## src/rtl/tmr_mon_pkg.sv

```systemverilog
// Shared types and helpers for the TMR fault monitor and its replica trackers.
package tmr_mon_pkg;

    localparam int NUM_REP = 3;

    // Health of a single replica as seen by the monitor.
    typedef enum logic [1:0] {
        OK      = 2'd0,
        SUSPECT = 2'd1,
        FAULTY  = 2'd2,
        SCRUB   = 2'd3
    } rep_state_t;

    typedef logic [1:0] rep_idx_t;

    // Two-out-of-three majority of single bits.
    function automatic logic maj3(input logic a, input logic b, input logic c);
        return (a & b) | (a & c) | (b & c);
    endfunction

endpackage

```

## src/rtl/tmr_replica_tracker.sv

```systemverilog
// Health tracker for one replica: OK/SUSPECT/FAULTY/SCRUB state machine,
// consecutive-disagreement streak and a saturating error counter.
module tmr_replica_tracker
    import tmr_mon_pkg::*;
#(
    parameter int CNT_W   = 8,
    parameter int PERSIST = 3
)
(
    input  logic             i_clk,
    input  logic             i_rst,       // asynchronous, active-low
    input  logic             i_dis,       // replica disagrees with the vote
    input  logic             i_enable,
    input  logic             i_clr_cnt,
    input  logic             i_grant,     // arbiter picked this replica for scrub
    input  logic             i_ack,       // scrub of this replica completed
    output rep_state_t       o_state,
    output logic [CNT_W-1:0] o_err_cnt
);

    // Streak must be able to hold the value PERSIST itself.
    localparam int                   STREAK_W   = $clog2(PERSIST + 1);
    localparam logic [STREAK_W-1:0]  STREAK_ONE = STREAK_W'(1);
    localparam logic [STREAK_W-1:0]  STREAK_TOP = STREAK_W'(PERSIST);
    localparam logic [CNT_W-1:0]     CNT_MAX    = '1;

    rep_state_t          r_state;
    rep_state_t          w_next_state;
    logic [STREAK_W-1:0] r_streak;
    logic [STREAK_W-1:0] w_next_streak;
    logic [STREAK_W-1:0] w_streak_inc;
    logic [CNT_W-1:0]    r_err_cnt;
    logic                w_active_dis;
    logic                w_cnt_en;

    assign w_active_dis = i_enable & i_dis;
    assign w_streak_inc = r_streak + STREAK_ONE;

    // State and streak registers.
    // NOTE: sequential state uses non-blocking (<=) so every flop samples the
    // pre-edge values; blocking here would create order-dependent races.
    always_ff @(posedge i_clk or negedge i_rst) begin
        if (!i_rst) begin
            r_state  <= OK;
            r_streak <= '0;
        end else begin
            r_state  <= w_next_state;
            r_streak <= w_next_streak;
        end
    end

    // Next-state and next-streak logic.
    // NOTE: defaults are assigned first so no path leaves an output unassigned,
    // which would otherwise infer a latch.
    always_comb begin
        w_next_state  = r_state;
        w_next_streak = r_streak;
        case (r_state)
            OK: begin
                if (w_active_dis) begin
                    w_next_streak = STREAK_ONE;
                    w_next_state  = (PERSIST == 1) ? FAULTY : SUSPECT;
                end
            end
            SUSPECT: begin
                if (w_active_dis) begin
                    w_next_streak = w_streak_inc;
                    if (w_streak_inc >= STREAK_TOP) begin
                        w_next_state = FAULTY;
                    end
                end else if (i_enable) begin
                    w_next_streak = '0;
                    w_next_state  = OK;
                end
            end
            FAULTY: begin
                // Streak is frozen; only the arbiter can move us on.
                if (i_grant) begin
                    w_next_state = SCRUB;
                end
            end
            SCRUB: begin
                // Disagreement during reload is expected and ignored.
                if (i_ack) begin
                    w_next_streak = '0;
                    w_next_state  = OK;
                end
            end
            default: begin
                w_next_streak = '0;
                w_next_state  = OK;
            end
        endcase
    end

    // Output decode: exported state and counter-increment qualifier.
    always_comb begin
        o_state  = r_state;
        w_cnt_en = w_active_dis & (r_state != SCRUB);
    end

    // Saturating error counter; a clear beats a same-cycle increment.
    always_ff @(posedge i_clk or negedge i_rst) begin
        if (!i_rst) begin
            r_err_cnt <= '0;
        end else if (i_clr_cnt) begin
            r_err_cnt <= '0;
        end else if (w_cnt_en && (r_err_cnt != CNT_MAX)) begin
            r_err_cnt <= r_err_cnt + 1'b1;
        end
    end

    assign o_err_cnt = r_err_cnt;

endmodule

```

## src/rtl/tmr_fault_monitor.sv

```systemverilog
// Majority voter and health monitor for three replicas of a WIDTH-bit register
// with serial output. Tracks each replica, flags persistent offenders and
// drives a single-outstanding scrub request/acknowledge handshake.
module tmr_fault_monitor
    import tmr_mon_pkg::*;
#(
    parameter int WIDTH   = 4,
    parameter int CNT_W   = 8,
    parameter int PERSIST = 3
)
(
    input  logic               i_clk,
    input  logic               i_rst,                   // asynchronous, active-low
    input  logic               i_enable,
    input  logic [WIDTH-1:0]   i_rep_data [NUM_REP],
    input  logic [NUM_REP-1:0] i_rep_sout,
    input  logic               i_clr_cnt,
    input  logic               i_scrub_ack,
    output logic [WIDTH-1:0]   o_voted_data,
    output logic               o_voted_sout,
    output logic               o_mismatch,
    output logic               o_multi_err,
    output logic [NUM_REP-1:0] o_fault_mask,
    output logic [CNT_W-1:0]   o_err_cnt [NUM_REP],
    output logic               o_scrub_req,
    output rep_idx_t           o_scrub_idx
);

    logic [WIDTH-1:0]   w_voted_data;
    logic               w_voted_sout;
    logic [NUM_REP-1:0] w_dis;
    logic [NUM_REP-1:0] w_live_dis;
    logic [NUM_REP-1:0] w_grant;
    logic [NUM_REP-1:0] w_ack;
    logic               w_grant_valid;
    rep_idx_t           w_grant_idx;
    logic               w_ack_fire;
    rep_state_t         w_state [NUM_REP];

    logic               r_mismatch;
    logic               r_multi_err;
    logic               r_scrub_req;
    rep_idx_t           r_scrub_idx;

    // Bitwise majority vote; always active, faulty replicas still take part.
    always_comb begin
        w_voted_data = '0;
        for (int b = 0; b < WIDTH; b++) begin
            w_voted_data[b] = maj3(i_rep_data[0][b], i_rep_data[1][b], i_rep_data[2][b]);
        end
        w_voted_sout = maj3(i_rep_sout[0], i_rep_sout[1], i_rep_sout[2]);
    end

    // Per-replica disagreement, plus the enable-qualified view used for
    // status flags (replicas under scrub are expected to disagree).
    always_comb begin
        w_dis      = '0;
        w_live_dis = '0;
        for (int i = 0; i < NUM_REP; i++) begin
            w_dis[i]      = (i_rep_data[i] != w_voted_data) | (i_rep_sout[i] != w_voted_sout);
            w_live_dis[i] = i_enable & w_dis[i] & (w_state[i] != SCRUB);
        end
    end

    // Arbiter: lowest-index FAULTY replica wins, only while no request is open.
    always_comb begin
        w_grant       = '0;
        w_grant_valid = 1'b0;
        w_grant_idx   = '0;
        w_ack_fire    = r_scrub_req & i_scrub_ack;
        w_ack         = '0;
        for (int i = 0; i < NUM_REP; i++) begin
            if (!r_scrub_req && !w_grant_valid && (w_state[i] == FAULTY)) begin
                w_grant_valid = 1'b1;
                w_grant_idx   = rep_idx_t'(i);
                w_grant[i]    = 1'b1;
            end
            w_ack[i] = w_ack_fire & (r_scrub_idx == rep_idx_t'(i));
        end
    end

    // One health tracker per replica.
    for (genvar g = 0; g < NUM_REP; g++) begin : g_rep
        tmr_replica_tracker #(
            .CNT_W   (CNT_W),
            .PERSIST (PERSIST)
        ) u_tracker (
            .i_clk     (i_clk),
            .i_rst     (i_rst),
            .i_dis     (w_dis[g]),
            .i_enable  (i_enable),
            .i_clr_cnt (i_clr_cnt),
            .i_grant   (w_grant[g]),
            .i_ack     (w_ack[g]),
            .o_state   (w_state[g]),
            .o_err_cnt (o_err_cnt[g])
        );
    end

    // Scrub request register: ack closes the request, which forces at least
    // one idle cycle before the next grant can be taken.
    always_ff @(posedge i_clk or negedge i_rst) begin
        if (!i_rst) begin
            r_scrub_req <= 1'b0;
            r_scrub_idx <= '0;
        end else if (w_ack_fire) begin
            r_scrub_req <= 1'b0;
        end else if (w_grant_valid) begin
            r_scrub_req <= 1'b1;
            r_scrub_idx <= w_grant_idx;
        end
    end

    // Registered disagreement flags; zero whenever monitoring is disabled.
    always_ff @(posedge i_clk or negedge i_rst) begin
        if (!i_rst) begin
            r_mismatch  <= 1'b0;
            r_multi_err <= 1'b0;
        end else begin
            r_mismatch  <= |w_live_dis;
            r_multi_err <= ($countones(w_live_dis) >= 2);
        end
    end

    // Fault mask covers both the waiting and the reloading phase.
    always_comb begin
        o_fault_mask = '0;
        for (int i = 0; i < NUM_REP; i++) begin
            o_fault_mask[i] = (w_state[i] == FAULTY) || (w_state[i] == SCRUB);
        end
    end

    assign o_voted_data = w_voted_data;
    assign o_voted_sout = w_voted_sout;
    assign o_mismatch   = r_mismatch;
    assign o_multi_err  = r_multi_err;
    assign o_scrub_req  = r_scrub_req;
    assign o_scrub_idx  = r_scrub_idx;

endmodule

```

## config.mk

```make
export PLATFORM = sky130hd
export DESIGN_NAME = tmr_fault_monitor
export DESIGN_NICKNAME = d
export VERILOG_FILES = /design/src/rtl/tmr_mon_pkg.sv /design/src/rtl/tmr_replica_tracker.sv /design/src/rtl/tmr_fault_monitor.sv
export SDC_FILE = /design/constraint.sdc
export NUM_CORES = 1
export LEC_CHECK = 0
export CORE_MARGIN = 5
export CORE_UTILIZATION = 55
export DETAILED_ROUTE_END_ITERATION = 8
export PLACE_DENSITY = 0.86
export SYNTH_ARGS = -nofsm -noshare
export SYNTH_HDL_FRONTEND = slang
export SYNTH_HIERARCHICAL = 1
export SYNTH_SLANG_ARGS = --single-unit
```

## constraint.sdc

```tcl
create_clock -name i_clk -period 2.35 [get_ports i_clk]
set_input_delay 0.47 -clock i_clk [delete_from_list [all_inputs] [get_ports i_clk]]
set_output_delay 0.47 -clock i_clk [all_outputs]
set_load 0.05 [all_outputs]
```

Yosys cells after proc, flatten, opt, wreduce, memory -nomap -nowiden
Cells that the tools add are included.
{"block": "word_totals", "reg_bits": 41, "latchBits": 0, "mem_bits_rw": 0, "romBits": 0, "input_bits": 20, "output_inout_bits": 37, "wordCells": 175, "mem_count": 0}
{"block": "classes", "addsub": 8, "multipliers": 0, "div_mod_pow": 0, "n_lt_le_gt_ge": 4, "eq_ne": 38, "n_shift": 0, "mux": 40, "bitwise_logic": 39, "reduce_logical": 33}
{"op": "$mux W8", "count": 6}
{"op": "$mux W2", "count": 20}
{"op": "$and A1 B1 Y1", "count": 25}
{"op": "$add A8 B1 Y8 const B", "count": 3}
{"op": "$ne A8 B8 Y1 const B", "count": 3}
{"op": "$pmux W2 S4", "count": 3}
{"op": "$ne A2 B1 Y1 const B", "count": 9}
{"op": "$pmux W2 S3", "count": 3}
{"op": "$reduce_and A5 Y1", "count": 3}
{"op": "$eq A2 B2 Y1 const B", "count": 7}
{"op": "$or A1 B1 Y1", "count": 13}
{"op": "$ne A4 B4 Y1", "count": 3}
{"op": "$reduce_and A4 Y1", "count": 3}
{"op": "$ne A3 B2 Y1 const B", "count": 3}
{"op": "$ne A3 B3 Y1 const B", "count": 3}
{"op": "$reduce_bool A3 Y1", "count": 3}
{"op": "$eq A2 B1 Y1 const B", "count": 4}
{"op": "$logic_and A1 B1 Y1", "count": 8}
{"op": "$logic_not A2 Y1", "count": 4}
{"op": "$mux W1", "count": 8}
{"op": "$reduce_bool A2 Y1", "count": 4}
{"op": "$add A2 B1 Y2 const B", "count": 3}
{"op": "$ge A2 B2 Y1 const B", "count": 3}
{"op": "$ne A2 B2 Y1 const B", "count": 3}
{"op": "other kinds (9)", "count": 15}

Logic depth before layout (Yosys ltp)
{"block": "depth", "ltp_word": 13, "depth_mapped": 8, "mapped_depth_nobuf": 7}

Cells and area by module
Netlist, hierarchy kept.
{"module": "tmr_replica_tracker", "instances": 3, "cells_per_inst": 68, "area_per_inst_um2": 666.9}
{"module": "tmr_fault_monitor", "instances": 1, "cells_per_inst": 84, "area_per_inst_um2": 629.4}

Worst setup path before layout
No wires, ideal clock.
{"block": "synth_timing", "kind": "register to register", "start": "register r_scrub_req, in the netlist o_scrub_req", "end": "register g_rep[1].u_tracker.r_streak[1]", "setup_time_ns": 0.122, "t_arrival_ns": 1.826, "setup_slack_ns": 0.402, "path_stages_with_launch": 7, "n_path_buf": 0, "cell_sequence": "dfrtp_1 nand2_1 nor3b_1 and3b_1 a21oi_1 o21ai_1 a32o_1"}
{"block": "synth_between", "elab_chain_cells": 4}
{"element": "start, declared", "line_no": "tmr_fault_monitor.sv:42", "text": "logic r_scrub_req;"}
{"element": "start signal, assigned", "line_no": "tmr_fault_monitor.sv:104", "text": "r_scrub_req <= 1'b0;"}
{"element": "start signal, assigned", "line_no": "tmr_fault_monitor.sv:107", "text": "r_scrub_req <= 1'b0;"}
{"element": "start signal, assigned", "line_no": "tmr_fault_monitor.sv:109", "text": "r_scrub_req <= 1'b1;"}
{"element": "$and A1 B1 Y1", "line_no": "tmr_fault_monitor.sv:70", "text": "w_ack_fire = r_scrub_req & i_scrub_ack;"}
{"element": "$and A1 B1 Y1", "line_no": "tmr_fault_monitor.sv:78", "text": "w_ack[i] = w_ack_fire & (r_scrub_idx == rep_idx_t'(i));"}
{"element": "net w_ack[1]", "line_no": "tmr_fault_monitor.sv:34", "text": "logic [NUM_REP-1:0] w_ack;"}
{"element": "$ne A2 B1 Y1 (no line)"}
{"element": "$reduce_and A4 Y1 (no line)"}
{"element": "end signal, assigned", "line_no": "tmr_replica_tracker.sv:48", "text": "r_streak <= w_next_streak;"}
{"element": "end, declared", "line_no": "tmr_replica_tracker.sv:29", "text": "logic [STREAK_W-1:0] r_streak;"}
The timed path passes the listed nets, and every way through them passes these cells.
A chain may end at the register's enable or synchronous reset.

Worst setup path after layout
{"block": "layout_timing", "start": "input port i_rep_data[1] (netlist bit)", "end": "register g_rep[1].u_tracker.r_err_cnt[1]"}
{"block": "layout_between", "elab_chain_cells": 9, "elab_cells_between_ends": 10, "cone_classes": "1 x eq/ne; 7 x bitwise; 2 x reduce/logical"}
{"element": "start, declared", "line_no": "tmr_fault_monitor.sv:15", "text": "input logic [WIDTH-1:0] i_rep_data [NUM_REP],"}
{"element": "$and A1 B1 Y1", "line_no": "tmr_mon_pkg.sv:18", "text": "return (a & b) | (a & c) | (b & c);"}
{"element": "$or A1 B1 Y1", "line_no": "tmr_mon_pkg.sv:18"}
{"element": "$or A1 B1 Y1 *", "line_no": "tmr_mon_pkg.sv:18"}
{"element": "$ne A4 B4 Y1 *", "line_no": "tmr_fault_monitor.sv:60", "text": "w_dis[i] = (i_rep_data[i] != w_voted_data) | (i_rep_sout[i] != w_voted_sout);"}
{"element": "$or A1 B1 Y1 *", "line_no": "tmr_fault_monitor.sv:60"}
{"element": "net w_dis[1]", "line_no": "tmr_fault_monitor.sv:31", "text": "logic [NUM_REP-1:0] w_dis;"}
{"element": "$and A1 B1 Y1 *", "line_no": "tmr_replica_tracker.sv:36", "text": "assign w_active_dis = i_enable & i_dis;"}
{"element": "$and A1 B1 Y1 *", "line_no": "tmr_replica_tracker.sv:99", "text": "w_cnt_en = w_active_dis & (r_state != SCRUB);"}
{"element": "$logic_and A1 B1 Y1 *", "line_no": "tmr_replica_tracker.sv:108", "text": "end else if (w_cnt_en && (r_err_cnt != CNT_MAX)) begin"}
{"element": "$reduce_bool A2 Y1 (no line) *"}
{"element": "end signal, assigned", "line_no": "tmr_replica_tracker.sv:109", "text": "r_err_cnt <= r_err_cnt + 1'b1;"}
{"element": "end, declared", "line_no": "tmr_replica_tracker.sv:32", "text": "logic [CNT_W-1:0] r_err_cnt;"}
Mark *: on every way through the listed nets, which the timed path passes. The rest lies on a longest branch.

==> impl_metrics.json <==
{
  "place.gp.congestion": 0.864,
  "finalSetupViolCount": 0,
  "vdd.ir_drop.worst_mv": 0.248,
  "synth_async_reset_ratio_pct": 100,
  "wl_per_cell_um": 16.7,
  "postSynthAreaPerCell_um2": 9.13,
  "top_level_ports": 57,
  "area_delta_synth_final_pct": 37.1,
  "holdCritPathClass": "input pin to asynchronous set/reset pin",
  "cts.clk_slew.worst_paths_ns": 0.08,
  "syn-num-nets": 315,
  "timing_max_transition_violations_final": 0,
  "initial_core_util_pct": 56.1,
  "design.die.area_mm2": 0.00626,
  "place_ws_ns": -0.362,
  "maxClockFrequency_mhz": 440,
  "grt_max_degree": 25,
  "layout_worst_path_cycle_share_pct": 96.7,
  "ratio_of_cells_with_drive_above_1_in_the_final_layout_pct": 16.0,
  "initialDrtViolationCount": 164,
  "synth.yosys.warnings": 6,
  "wirelength_routed_um": 6960,
  "vias_in_the_first_global_route": 2434,
  "worst_slew_pin_slew_ns": 0.527,
  "total_global_routing_track_utilization_pct": 21.9,
  "slew-limit-headroom_pct": 64.7,
  "antenna_cells": 0,
  "netlist-cell-type-count": 45,
  "count_of_cells_along_the_worst_register_to_register_path": 6,
  "io_buffers": 56,
  "numCtsBuffers": 5,
  "synth_most_common_cell": "dfrtp_1",
  "ctsLongestPathBuffers": 2,
  "clk-insertion-delay-late_ns": 0.30,
  "synthesis.instances": 288,
  "post_detail_place_hpwl_um": 4760,
  "detail_route.drc_violations": 0,
  "h-tree-depth": 2,
  "cts-root-buf": "clkbuf_8",
  "end_kind": "flop",
  "grt_first_pass_wirelength_um": 11000,
  "fin_skew_ns": 0.0110,
  "layout.nets": 389,
  "core.rowCount": 25,
  "globalRoute.totalOverflow": 0,
  "postSynthRegisterBits": 41,
  "antenna_found_initial": 0,
  "timing.final.crit_period_ns": 2.27,
  "power-per-cell-area_mw_per_mm2": 388,
  "critical_path_class": "input pin to flop",
  "cts_tree": "done",
  "cp-start-kind": "input pin",
  "antenna_left": 0,
  "synth-edff-count": 0,
  "fin_cells": 416,
  "synth_seq_area_share_pct": 39.0,
  "timing.max_cap.violations": 0,
  "clock_sink_count": 41,
  "outcome": "finished, final reports clean",
  "placeableCoreArea_mm2": 0.00469,
  "yosys-top-cells-count": "dfrtp_1, a21oi_1, o21ai_0",
  "yosys.area.top_type_share_pct": 39.0,
  "cell_taking_the_most_area_after_synthesis": "dfrtp_1",
  "die_w_um": 79.2,
  "post_synth_main_area_contributors": "dfrtp_1, a21oi_1, o21ai_0",
  "place_inst": 405,
  "power.static_leakage_nw": 1.60,
  "synthFlopType": "dfrtp_1",
  "synthesis.area_mm2": 0.00263,
  "crit_arrival_ns": 2.46,
  "vias_post_dr": 2574,
  "required_time_of_the_critical_path_ns": 2.54,
  "fp.dieH_um": 79.2,
  "power.total_w": 0.00140,
  "dr.pass1.iters": 4,
  "route.detailed.vias_per_inst": 6.19,
  "final_critical_path_setup_slack_ns": 0.0771,
  "critPathMaxFanout": 8,
  "final_hold_viol_count": 0
}
cells in the final DEF (no fill, tap or decap), types with 7 or more instances in the layout:
cell type | netlist | final
dfrtp_1 | 41 | 41
clkdlybuf4s50_1 | 0 | 41
a21oi_1 | 32 | 32
buf_4 | 0 | 22
nand2_1 | 19 | 19
o21ai_0 | 22 | 19
nor2_1 | 15 | 15
nand3_1 | 14 | 13
inv_1 | 12 | 12
or3_1 | 9 | 9
o31ai_1 | 9 | 9
or4_1 | 9 | 9
dlymetal6s2s_1 | 0 | 9
mux2i_1 | 8 | 8
ha_1 | 7 | 7
routing by layer:
metal	part of all wire [%]	vias to the layer above	track usage (%)	routed length [um]
li1	-	1228	-	-
met1	41	1265	26.4	2830
met2	53	66	39.2	3690
met3	4.4	15	4.08	309
met4	1.9	0	6.70	133
met5	0	-	0	0
flip-flops by register name (all words and copies together) (netlist names), named ones only:
| signal | flops |
|---|---|
| g_rep.u_tracker/o_err_cnt | 24 |
| g_rep.u_tracker/o_state | 3 |
| g_rep.u_tracker/r_streak | 6 |
| o_mismatch | 1 |
| o_multi_err | 1 |
| o_scrub_idx | 2 |
| o_scrub_req | 1 |
worst paths after layout:
kind                                                               end  slack, ns                                        from
setup reg to reg            g_rep[2].u_tracker/r_streak[1]$_DFFE_PN0P_       0.52                     o_scrub_req$_DFFE_PN0P_
min in group i_clk          g_rep[2].u_tracker/r_streak[0]$_DFFE_PN0P_       0.50  g_rep[2].u_tracker/r_streak[0]$_DFFE_PN0P_
hold / removal              g_rep[0].u_tracker/r_streak[1]$_DFFE_PN0P_       0.04                                       i_rst
setup / recovery           g_rep[1].u_tracker/o_err_cnt[1]$_DFFE_PN0P_       0.08                               i_rep_data[1]
hold reg to reg             g_rep[2].u_tracker/r_streak[0]$_DFFE_PN0P_       0.50  g_rep[2].u_tracker/r_streak[0]$_DFFE_PN0P_
max in group asynchronous   g_rep[1].u_tracker/r_streak[0]$_DFFE_PN0P_       1.80                                       i_rst
cell families (layout without fill, tap and decap cells):
group,count (synthesis),after routing,synth area share [%]
flip-flops,41,41,39.0
AO/OA/AOI/OAI,97,98,25.1
buffers and inverters,30,103,5.99
AND/OR/NAND/NOR,102,102,22.5
XOR/XNOR,3,3,0.999
multiplexers,8,8,3.04
adder cells (fa/ha/maj),7,7,3.33
final cells by class:
class | count | area, um^2
flip-flops and latches | 41 | 1030
clock inverters | 1 | 8.76
multi-input cells | 218 | 1570
repair buffers | 78 | 793
clock buffers | 6 | 72.6
well taps | 54 | 67.6
inverters | 18 | 67.6
fillers | 300 | 1090
through the flow:
stage / TNS, ns / hold slack, ns / area [um^2] / utilization (%)
after CTS: 0 / 0.0378 / 3460 / 73.7
after detailed placement: -8.78 / 0.370 / 3360 / 71.5
after global placement: -6.68 / 0.366 / 3360 / 71.5
after global routing: -0.416 / 0.0427 / 3610 / 76.9
after floorplan: 0 / 0.174 / 2630 / -
final: 0 / 0.0374 / 3610 / 76.9
power breakdown:
group / total [W] / switching [W] / internal, W / leakage [nW]
clock network: 0.000461 / 0.000255 / 0.000206 / 0.0412
logic: 0.000235 / 0.000127 / 0.000108 / 1.01
registers: 0.000705 / 0 / 0.000705 / 0.542
worst max-delay path, stage by stage:
cell	delay, ns
clkdlybuf4s50_1	0.50
nor2b_1	0.18
a221oi_1	0.38
nand3_1	0.18
and2_1	0.20
o221ai_4	0.10
buf_4	0.19
mux2i_1	0.20
nor2_1	0.05
timing repair:
item,CTS,global route
buffers inserted,0,3
cloned,0,1
setup endpoints to repair,4,28
hold buffers,0,0
pin swaps,0,1
gates resized for setup,4,25
Power figures use the tool's default switching activity.
